[config.mk]
export PLATFORM = sky130hd
export DESIGN_NAME = cla_post_seq
export DESIGN_NICKNAME = d
export VERILOG_FILES = /design/src/rtl/cla_pkg.sv /design/src/rtl/cla_group_4.sv /design/src/rtl/cla_post_seq.sv
export SDC_FILE = /design/constraint.sdc
export NUM_CORES = 1
export LEC_CHECK = 0
export CELL_PAD_IN_SITES_DETAIL_PLACEMENT = 1
export CELL_PAD_IN_SITES_GLOBAL_PLACEMENT = 2
export CORE_MARGIN = 4
export CORE_UTILIZATION = 33
export CTS_CLUSTER_DIAMETER = 100
export DETAILED_ROUTE_END_ITERATION = 10
export PLACE_DENSITY_LB_ADDON = 0.1
export SLEW_MARGIN = 20
export SYNTH_ARGS = -nofsm -noshare
export SYNTH_HDL_FRONTEND = slang
export SYNTH_SLANG_ARGS = --single-unit
[constraint.sdc]
create_clock -name i_clk -period 6.6 [get_ports i_clk]
set_clock_uncertainty 0.2 [all_clocks]
set_input_delay 0.66 -clock i_clk [delete_from_list [all_inputs] [get_ports i_clk]]
set_output_delay 0.66 -clock i_clk [all_outputs]
set_load 0.1 [all_outputs]
[src/rtl/cla_pkg.sv]
// Shared types and constants for the sequential carry-lookahead post stage.
package cla_pkg;

    localparam int CLA_GROUP_W = 4;

    typedef enum logic [1:0] {
        IDLE,
        CALC,
        DONE
    } cla_post_state_t;

endpackage

[src/rtl/cla_group_4.sv]
// Combinational 4-bit carry-lookahead group: sum bits and group carry-out from g/p/cin.
// Zero latency; no handshake of its own.
module cla_group_4
    import cla_pkg::*;
(
    input  logic [CLA_GROUP_W-1:0] i_g,
    input  logic [CLA_GROUP_W-1:0] i_p,
    input  logic                   i_c,
    output logic [CLA_GROUP_W-1:0] o_s,
    output logic                   o_c
);

    logic [CLA_GROUP_W-1:0] w_h;
    logic [CLA_GROUP_W:0]   w_c;

    // p = a|b and g = a&b, so p & ~g recovers a^b
    assign w_h = i_p & ~i_g;

    // Flattened lookahead: every carry depends only on g, p and the group carry-in
    assign w_c[0] = i_c;
    assign w_c[1] = i_g[0] | (i_p[0] & i_c);
    assign w_c[2] = i_g[1] | (i_p[1] & i_g[0]) | (i_p[1] & i_p[0] & i_c);
    assign w_c[3] = i_g[2] | (i_p[2] & i_g[1]) | (i_p[2] & i_p[1] & i_g[0])
                  | (i_p[2] & i_p[1] & i_p[0] & i_c);
    assign w_c[4] = i_g[3] | (i_p[3] & i_g[2]) | (i_p[3] & i_p[2] & i_g[1])
                  | (i_p[3] & i_p[2] & i_p[1] & i_g[0])
                  | (i_p[3] & i_p[2] & i_p[1] & i_p[0] & i_c);

    assign o_s = w_h ^ w_c[CLA_GROUP_W-1:0];
    assign o_c = w_c[CLA_GROUP_W];

endmodule

[src/rtl/cla_post_seq.sv]
// Sequential CLA post stage: resolves one 4-bit group per clock; CLA_POST_OVF_EN adds o_ovf.
// Latency: o_valid N_GROUPS edges after accept; initiation interval N_GROUPS+2.
// Backpressure: DONE holds result stable until i_ready; o_ready only in IDLE.
module cla_post_seq
    import cla_pkg::*;
#(
    parameter int N_GROUPS = 4
) (
    input  logic                          i_clk,
    input  logic                          i_rst_n,
    input  logic [CLA_GROUP_W*N_GROUPS-1:0] i_g,
    input  logic [CLA_GROUP_W*N_GROUPS-1:0] i_p,
    input  logic                          i_c,
    input  logic                          i_valid,
    output logic                          o_ready,
    output logic [CLA_GROUP_W*N_GROUPS-1:0] o_s,
    output logic                          o_c,
`ifdef CLA_POST_OVF_EN
    output logic                          o_ovf,
`endif
    output logic                          o_valid,
    input  logic                          i_ready
);

    localparam int W  = CLA_GROUP_W * N_GROUPS;
    localparam int CW = (N_GROUPS > 1) ? $clog2(N_GROUPS) : 1;

    cla_post_state_t r_state, w_state_nxt;

    logic [W-1:0]           r_g;
    logic [W-1:0]           r_p;
    logic [W-1:0]           r_s;
    logic                   r_carry;
    logic [CW-1:0]          r_cnt;

    logic [CLA_GROUP_W-1:0] w_grp_g;
    logic [CLA_GROUP_W-1:0] w_grp_p;
    logic [CLA_GROUP_W-1:0] w_grp_s;
    logic                   w_grp_c;
    logic [W-1:0]           w_s_nxt;
    logic                   w_last;
    logic                   w_accept;

    assign w_accept = i_valid && (r_state == IDLE);
    assign w_last   = (r_cnt == CW'(N_GROUPS - 1));

    always_ff @(posedge i_clk or negedge i_rst_n) begin
        if (!i_rst_n) begin
            r_state <= IDLE;
        end else begin
            r_state <= w_state_nxt;
        end
    end

    always_comb begin
        w_state_nxt = r_state;
        case (r_state)
            IDLE:    if (i_valid) w_state_nxt = CALC;
            CALC:    if (w_last) w_state_nxt = DONE;
            DONE:    if (i_ready) w_state_nxt = IDLE;
            default: w_state_nxt = IDLE;
        endcase
    end

    // Single lookahead group shared across the word, selected by the counter
    always_comb begin
        w_grp_g = '0;
        w_grp_p = '0;
        for (int k = 0; k < N_GROUPS; k++) begin
            if (r_cnt == CW'(k)) begin
                w_grp_g = r_g[k*CLA_GROUP_W +: CLA_GROUP_W];
                w_grp_p = r_p[k*CLA_GROUP_W +: CLA_GROUP_W];
            end
        end
    end

    always_comb begin
        w_s_nxt = r_s;
        for (int k = 0; k < N_GROUPS; k++) begin
            if (r_cnt == CW'(k)) begin
                w_s_nxt[k*CLA_GROUP_W +: CLA_GROUP_W] = w_grp_s;
            end
        end
    end

    cla_group_4 u_group (
        .i_g (w_grp_g),
        .i_p (w_grp_p),
        .i_c (r_carry),
        .o_s (w_grp_s),
        .o_c (w_grp_c)
    );

    always_ff @(posedge i_clk or negedge i_rst_n) begin
        if (!i_rst_n) begin
            r_g     <= '0;
            r_p     <= '0;
            r_s     <= '0;
            r_carry <= 1'b0;
            r_cnt   <= '0;
        end else if (w_accept) begin
            r_g     <= i_g;
            r_p     <= i_p;
            r_s     <= '0;
            r_carry <= i_c;
            r_cnt   <= '0;
        end else if (r_state == CALC) begin
            r_s     <= w_s_nxt;
            r_carry <= w_grp_c;
            r_cnt   <= r_cnt + CW'(1);
        end
    end

`ifdef CLA_POST_OVF_EN
    logic r_ovf;
    logic w_c_msb_in;

    // Carry into the MSB recovered from its sum bit and half-sum
    assign w_c_msb_in = w_grp_s[CLA_GROUP_W-1]
                      ^ (w_grp_p[CLA_GROUP_W-1] & ~w_grp_g[CLA_GROUP_W-1]);

    always_ff @(posedge i_clk or negedge i_rst_n) begin
        if (!i_rst_n) begin
            r_ovf <= 1'b0;
        end else if (w_accept) begin
            r_ovf <= 1'b0;
        end else if ((r_state == CALC) && w_last) begin
            r_ovf <= w_grp_c ^ w_c_msb_in;
        end
    end

    assign o_ovf = r_ovf;
`endif

    assign o_ready = (r_state == IDLE);
    assign o_valid = (r_state == DONE);
    assign o_s     = r_s;
    assign o_c     = r_carry;

endmodule
==> results of run 1 <==
[worst max-delay path by stage]
stage	start	to	slack (ps)	depth (start not counted)
2_1_floorplan	r_state[0]$_DFFE_PN0P_	o_c$_DFFE_PN0P_	3610	6
3_3_place_gp	r_cnt[0]$_DFFE_PN0P_	o_c$_DFFE_PN0P_	3780	7
3_5_place_dp	r_cnt[0]$_DFFE_PN0P_	o_s[3]$_DFFE_PN0P_	3670	7
4_1_cts	r_cnt[0]$_DFFE_PN0P_	o_s[3]$_DFFE_PN0P_	3640	7
5_1_grt	r_cnt[0]$_DFFE_PN0P_	o_s[7]$_DFFE_PN0P_	3430	8
6_report	r_cnt[0]$_DFFE_PN0P_	o_s[3]$_DFFE_PN0P_	3660	8
[layout make-up]
type                    count  area [µm²]  share of cell area (%)
repair buffers             58       568.0                   16.92
well taps                 102       127.6                   3.802
clock buffers               7       96.34                   2.870
multi-input cells         221        1207                   35.97
flip-flops and latches     53        1326                   39.51
inverters                   7       26.28                  0.7827
clock inverters             1       5.005                  0.1491
[cells in the mapped netlist, types with 2 or more instances]
cell	count	area share (%)
sky130_fd_sc_hd__o22a_1	2	0.67
sky130_fd_sc_hd__a211oi_1	2	0.57
sky130_fd_sc_hd__a221oi_1	2	0.67
sky130_fd_sc_hd__o211ai_2	4	1.9
sky130_fd_sc_hd__nor3_1	2	0.38
sky130_fd_sc_hd__ha_1	4	1.9
sky130_fd_sc_hd__nor2_1	10	1.4
sky130_fd_sc_hd__o21ai_1	5	0.95
sky130_fd_sc_hd__mux2i_1	4	1.5
sky130_fd_sc_hd__o31ai_1	5	1.4
sky130_fd_sc_hd__a21oi_1	4	0.76
sky130_fd_sc_hd__inv_1	7	1.0
sky130_fd_sc_hd__nand3_1	3	0.57
sky130_fd_sc_hd__nand2b_1	2	0.48
sky130_fd_sc_hd__clkbuf_1	9	1.3
sky130_fd_sc_hd__a221o_1	3	1.1
sky130_fd_sc_hd__nor2b_1	3	0.71
sky130_fd_sc_hd__nand2_1	121	17
sky130_fd_sc_hd__o2111ai_1	4	1.3
sky130_fd_sc_hd__and2_0	3	0.71
sky130_fd_sc_hd__buf_6	2	0.86
sky130_fd_sc_hd__nor2b_2	2	0.67
sky130_fd_sc_hd__nand3b_1	3	0.86
sky130_fd_sc_hd__o21ai_0	15	2.9
sky130_fd_sc_hd__o22ai_1	2	0.48
sky130_fd_sc_hd__dfrtp_1	53	50
[state kept, by name, summed over array words and instances, names as in the netlist]
register / flops
r_p: 16
r_cnt: 2
o_s: 16
o_c: 1
r_g: 16
r_state: 2
[per-stage QoR]
step	instance area, µm²	util [%]	worst slack, ps	cells	hold WS, ps
after detailed placement	3256	42.13	3669	441	270.7
after floorplan	2629	-	3610	294	164.4
after global routing	3357	43.44	3434	449	311.6
final	3357	43.44	3660	449	273.6
after global placement	3256	42.13	3778	441	261.1
after CTS	3357	43.44	3642	449	294.4
[routing by layer]
layer	global-route usage (%)	routed length, µm	vias up
li1	-	-	1082
met5	0	0	-
met4	3.940	101	0
met2	24.31	3221	42
met1	20.21	3258	1045
met3	2.800	289	9
[cells by family (layout without fill, tap and decap cells)]
family | count (synthesis) | in the layout | synth area share (%)
compound gates | 57 | 57 | 16.99
xor+xnor | 2 | 2 | 0.6665
fa+ha+maj | 4 | 4 | 1.904
buf+inv | 20 | 73 | 3.617
flops | 53 | 53 | 50.45
mux | 4 | 4 | 1.523
simple gates | 154 | 154 | 24.85
[worst max-delay path, delay by kind of cell (launching register included)]
kind	cells	cell delay [ps]
AOI/OAI and AO/OA	5	1420
adders and majority gates	1	350
DFF	1	420
and+or+nand+nor	1	350
buffers and inverters	1	90
[cells in the final DEF (no fill, tap or decap), types with 2 or more instances in the layout]
cell	n
sky130_fd_sc_hd__nand2_1	121
sky130_fd_sc_hd__clkdlybuf4s50_1	54
sky130_fd_sc_hd__dfrtp_1	53
sky130_fd_sc_hd__o21ai_0	15
sky130_fd_sc_hd__nor2_1	10
sky130_fd_sc_hd__inv_1	7
sky130_fd_sc_hd__clkbuf_8	7
sky130_fd_sc_hd__o21ai_1	5
sky130_fd_sc_hd__o31ai_1	5
sky130_fd_sc_hd__a21oi_1	4
sky130_fd_sc_hd__mux2i_1	4
sky130_fd_sc_hd__o2111ai_1	4
sky130_fd_sc_hd__o211ai_2	4
sky130_fd_sc_hd__ha_1	4
sky130_fd_sc_hd__nor2b_1	3
sky130_fd_sc_hd__nand3b_1	3
sky130_fd_sc_hd__a221o_1	3
sky130_fd_sc_hd__and2_0	3
sky130_fd_sc_hd__nand3_1	3
sky130_fd_sc_hd__buf_4	3
sky130_fd_sc_hd__nand2b_1	2
sky130_fd_sc_hd__nor2b_2	2
sky130_fd_sc_hd__a221oi_1	2
sky130_fd_sc_hd__o22ai_1	2
sky130_fd_sc_hd__a211oi_1	2
sky130_fd_sc_hd__o22a_1	2
sky130_fd_sc_hd__nor3_1	2
==> impl.org, run 1 <==
** Outcome
- The run finished with clean final reports.

** Die
- I/O Pins :: 56
- Core ar. :: 7727 µm²
- Effective utilization at floorplan :: 34.02%
- The die is 97.25 µm tall.
- In this run the core area contains 32 standard-cell rows.
- Die Wd :: 97.25 µm
- The die covers 9458 µm².

** GRT
- Total GRT Usage :: 14.84%
- Number of antenna violations at the first check in global routing :: 0
- Vias in the first global route :: 2,245
- For this run the aggregate overflow at the end of global routing stands at 0.
- The first global-routing pass estimated 11,480 µm of wire.
- Maximum number of pins on one net before global-route repair :: 54

** Cells and area
- Layout net count :: 387
- Synthesis-to-finish area growth :: 27.70%
- The number of antenna diodes in the final layout is 0.
- After filler insertion, the fill cell instance count of the layout stands at 905.
- Fraction of final layout cells sized beyond drive strength 1 :: 7.493%

** Routing
- Summing over every cut layer, the via total after detailed routing is 2,178.
- Average detailed-routed wire length per instance :: 15.30 µm
- Final wirelength :: 6871 µm
- Using the TritonRoute via totals, the vias-per-cell ratio works out to 4.851.
- Before antenna repair, the detailed router went through 4 iterations.
- Total DRC errors in the routed layout :: 0
- Residual antenna-violating net count after detailed routing :: 0
- Detailed router's first-iteration violation count :: 65

** Worst setup path
- Of all nets on the critical path, the largest fanout is 12.
- R2R depth :: 8
- The worst setup path is launched from a flip-flop.
- The largest single stage delay on the critical path is 470 ps.
- At the worst endpoint, the arrival time is 2930 ps.
- Critical path data required time :: 6590 ps
- Category of the most critical setup path :: flip-flop to flip-flop
- The largest individual stage delay along the critical path comes from the cell sky130_fd_sc_hd__o31a_1.
- List of cells traversed by the critical path :: inv_1 -> ha_1 -> or2_1 -> a221oi_1 -> a2bb2oi_2 -> o31a_1 -> o21a_4 -> o211ai_2
- Setup crit end kind :: flip-flop
- For flop-to-flop paths, the worst setup slack is 3660 ps.
- The startpoint identified for the worst register-to-register timing path is r_cnt[0]$_DFFE_PN0P_.
- Worst R2R End :: o_s[3]$_DFFE_PN0P_

** Synthesis
- Counting flops with a built-in enable in the synthesized netlist gives 0.
- In the synthesized netlist the async set-or-reset flop fraction comes to 100.0%.
- Syn nets :: 335
- Cell variety after synth :: 44
- Synth Warn # :: 0
- After synthesis the netlist holds a flip-flop and latch count of 53.
- Synthesis handed over a netlist of 294 instances.
- Primary flip-flop cell chosen by synthesis mapping :: sky130_fd_sc_hd__dfrtp_1
- After synthesis the cells add up to 2629 µm².
- Synthesized area per cell :: 8.941 µm²
- After synthesis, flip-flops and latches occupy 50.45% of the total area.

** STA
- Final Critical Period :: 2940 ps
- The number of hold violations in the final report came to 0.
- Share of the cycle needed by the critical path after routing :: 44.54%
- Unrepaired setup endpoints after global routing :: no
- Actual slew at the worst max-slew pin :: 973.3 ps
- Derived from the worst setup path, the maximum achievable clock frequency is 340.2 MHz.
- Final setup fails :: 0
- Final Max Slew Viols :: 0
- The worst pin sits at a relative slew slack of 34.91%.
- Setup_tns :: 0 ps

** Clocking
- Sink Count :: 53
- The clock reaches the later pin of the worst-skew pair after 310 ps.
- Hold buffer count at cts :: 0
- In this run the post-CTS setup repair buffer count came out at 0.
- Number of buffers created by CTS :: 5
- Clock-pin slew of the registers on the worst-case setup and hold paths :: 100 ps
- The clock tree synthesis step divided the H-tree into 2 levels.
- Resized cells post-CTS :: 0
- Bufs on Longest Clock Path :: 2
- Cell at the root of the clock tree :: sky130_fd_sc_hd__clkbuf_8
- TritonCTS built the clock tree.

** Placed design
- Input and output buffers added on the ports amount to 55.
- Detail Placement HPWL :: 5041 µm
- Placer congestion estimate :: 0.8702

** Hold path
- In this run the worst hold path is classified as input port to asynchronous set/reset pin.

** Run
- The tool flagged a number of max-cap violations equal to 0.
Power of run 1 is left out: the tool's default activity adds up to more than one toggle a clock period on the data nets, which glitch-free logic cannot reach.
==> inputs of run 2 (changes only) <==
--- a/config.mk
+++ b/config.mk
@@ -8,7 +8,7 @@
 export CELL_PAD_IN_SITES_DETAIL_PLACEMENT = 1
 export CELL_PAD_IN_SITES_GLOBAL_PLACEMENT = 2
 export CORE_MARGIN = 4
-export CORE_UTILIZATION = 33
+export CORE_UTILIZATION = 30
 export CTS_CLUSTER_DIAMETER = 100
 export DETAILED_ROUTE_END_ITERATION = 10
 export PLACE_DENSITY_LB_ADDON = 0.1
==> constraint.sdc (replaced) <==
create_clock -name i_clk -period 2.9 [get_ports i_clk]
set_clock_uncertainty 0.2 [all_clocks]
set_input_delay 0.29 -clock i_clk [delete_from_list [all_inputs] [get_ports i_clk]]
set_output_delay 0.29 -clock i_clk [all_outputs]
set_load 0.1 [all_outputs]
==> impl.org, run 2 (synthesis results as in run 1) <==
** Outcome
- The flow ran to the end, and the final reports show no timing, DRC or antenna violations.

** Clocking
- The number of sinks handled by clock tree synthesis is 53 (unchanged).
- TritonCTS clock tree :: built
- Hold buffer count at cts :: 1 (+1)
- H-tree lvl count :: 2 (unchanged)
- Cell at the root of the clock tree :: sky130_fd_sc_hd__clkbuf_8
- Clock-pin slew of the registers on the worst-case setup and hold paths :: 90 ps (about the same)
- Resized cells post-CTS :: 0 (unchanged)
- Bufs on Longest Clock Path :: 2 (unchanged)
- The setup fix buffers added after clock tree synthesis is 0 (unchanged).
- Number of buffers created by CTS :: 5 (unchanged)
- The clock insertion delay at the later pin of the skew report came to 310 ps (about the same).

** Cells and area
- In the layout the commonest cells are sky130_fd_sc_hd__nand2_1, sky130_fd_sc_hd__dfrtp_1, sky130_fd_sc_hd__clkdlybuf4s50_1.
- Fraction of final layout cells sized beyond drive strength 1 :: 14.45% (+7.0 points)
- The final layout net count came to 394 (+1.8%).
- The area of the multi-input gates is 1210 µm² (+0.21%).
- Leaving out fill and tap cells, the most frequent cell in the layout is sky130_fd_sc_hd__nand2_1.
- Synthesis-to-finish area growth :: 28.27%
- The number of antenna diodes is 0 (unchanged).
- Register cell area after layout :: 1326 µm² (unchanged)
- FILL cells :: 997 (+10%)
- The non-filler instance count after layout came to 458 (+2.0%).
- Final design instance area without fill :: 3372 µm² (+0.45%)

** Placed design
- Dpl cells :: 450 (+2.0%)
- Detail Placement HPWL :: 5357 µm (+6.3%)
- Placer congestion estimate :: 0.8447 (-2.9%)
- I/O Buffers :: 55 (unchanged)
- The placed instance area was 3272 µm² (+0.50%).

** Routing
- Average detailed-routed wire length per instance :: 15.74 µm (+2.8%)
- Residual antenna-violating net count after detailed routing :: 0 (unchanged)
- Final wirelength :: 7208 µm (+4.9%)
- Number of vias in the routed layout :: 2,230 (+2.4%)
- Number of iterations in the first detailed-routing pass :: 4 (unchanged)
- The post-route DRC violation count came to 0 (unchanged).
- The mean number of vias per cell was 4.869 (+0.38%).
- The violation count after the first detailed-routing iteration is 59 (-9.2%).

** Worst setup path
- Critical path data required time :: 2880 ps (-3710 ps)
- FF-to-FF Start :: r_cnt[0]$_DFFE_PN0P_
- Arrival time of data at the critical path endpoint :: 2690 ps (-240 ps)
- Highest-delay cell along the critical path :: sky130_fd_sc_hd__dfrtp_1
- Element type at the critical path start :: flip-flop
- The critical path is of the flip-flop to flip-flop type.
- The peak per-stage delay on the critical path came to 420 ps (-50 ps).
- Launching instance or port of the critical path :: r_cnt[0]$_DFFE_PN0P_
- The signal on the critical path passes through inv_1 -> ha_1 -> or2_1 -> a221oi_1 -> a2bb2oi_2 -> o31a_1 -> buf_4 -> o21a_4 -> o211ai_2.
- The maximum net fanout on the critical path came to 12 (unchanged).
- Setup crit end kind :: flip-flop

** Die
- Row count :: 33 (+3.1%)
- Core ar. :: 8382 µm² (+8.5%)
- Effective utilization at floorplan :: 31.36% (-2.7 points)
- The floorplan die area came to 10,320 µm² (+9.2%).
- The I/O pin count was 56 (unchanged).
- The horizontal die dimension was 101.6 µm (+4.5%).
- The die outline height came to 101.6 µm (+4.5%).

** STA
- The worst hold-check slack is 286.4 ps (+12.83 ps).
- Share of the cycle needed by the critical path after routing :: 93.52% (+49 points)
- Final Critical Period :: 2712 ps (-227.8 ps)
- The number of setup violations in the final report was 0 (unchanged).
- Actual slew at the worst max-slew pin :: 526.0 ps (-447.3 ps)
- Highest attainable clock frequency :: 368.7 MHz (+8.4%)
- The number of hold violations in the final report was 0 (unchanged).
- Unrepaired setup endpoints after global routing :: no
- Setup_tns :: 0 ps (unchanged)
- The number of pins with negative max-slew slack in the final report is 0 (unchanged).
- The worst relative slew slack was 64.86% (+30 points).

** GRT
- Number of antenna violations at the first check in global routing :: 0 (unchanged)
- Total GRT Usage :: 15.11% (+0.27 points)
- Maximum number of pins on one net before global-route repair :: 54 (unchanged)
- Global-route wire length before repair :: 12,170 µm (+6.0%)
- Aggregate global routing overflow :: 0 (unchanged)
- Vias in the first global route :: 2,353 (+4.8%)

** Run
- The number of violations of the max-capacitance limit came to 0 (unchanged).

** Hold path
- HP Class :: input port to asynchronous set/reset pin
run 2: metal layers:
metal | share of wire [%] | up-vias | track usage (%)
li1 | - | 1098 | -
met1 | 48 | 1071 | 21.39
met3 | 4.7 | 11 | 2.824
met5 | 0 | - | 0
met4 | 1.8 | 0 | 4.806
met2 | 45 | 50 | 23.34
run 2: per-stage QoR:
step | utilization, % | setup slack (ps)
2_1_floorplan | - | 411.9
3_3_place_gp | 39.04 | 283.0
3_5_place_dp | 39.04 | 219.7
4_1_cts | 40.23 | 195.7
5_1_grt | 40.23 | 0.5280
6_report | 40.23 | 187.9
run 2: cell type report:
type	count	share of cell area, %
multi-input combinational	221	35.88
clock buffer	6	2.449
tap	105	3.896
timing repair buffer	65	17.44
inverter	7	0.7792
clock inverter	1	0.2226
sequential	53	39.33
run 2: worst max-delay path, delay by kind of cell, from the launching register on:
kind | cells | cell delay, ps
compound gates | 5 | 1000
flops | 1 | 420
fa+ha+maj | 1 | 350
simple gates | 1 | 340
buf+inv | 2 | 280
run 2: worst paths after layout:
check                           cells past startpoint  slack (ps)              endpoint
worst min register to register                      2         290    o_s[0]$_DFFE_PN0P_
min in group i_clk                                  2         290    o_s[0]$_DFFE_PN0P_
worst max register to register                      9         190   o_s[15]$_DFFE_PN0P_
worst min-delay path                                3         290    r_p[3]$_DFFE_PN0P_
worst max-delay path                                9         190   o_s[15]$_DFFE_PN0P_
max in group asynchronous                           3        1920  r_cnt[1]$_DFFE_PN0P_
Power of run 2 is left out for the same reason.
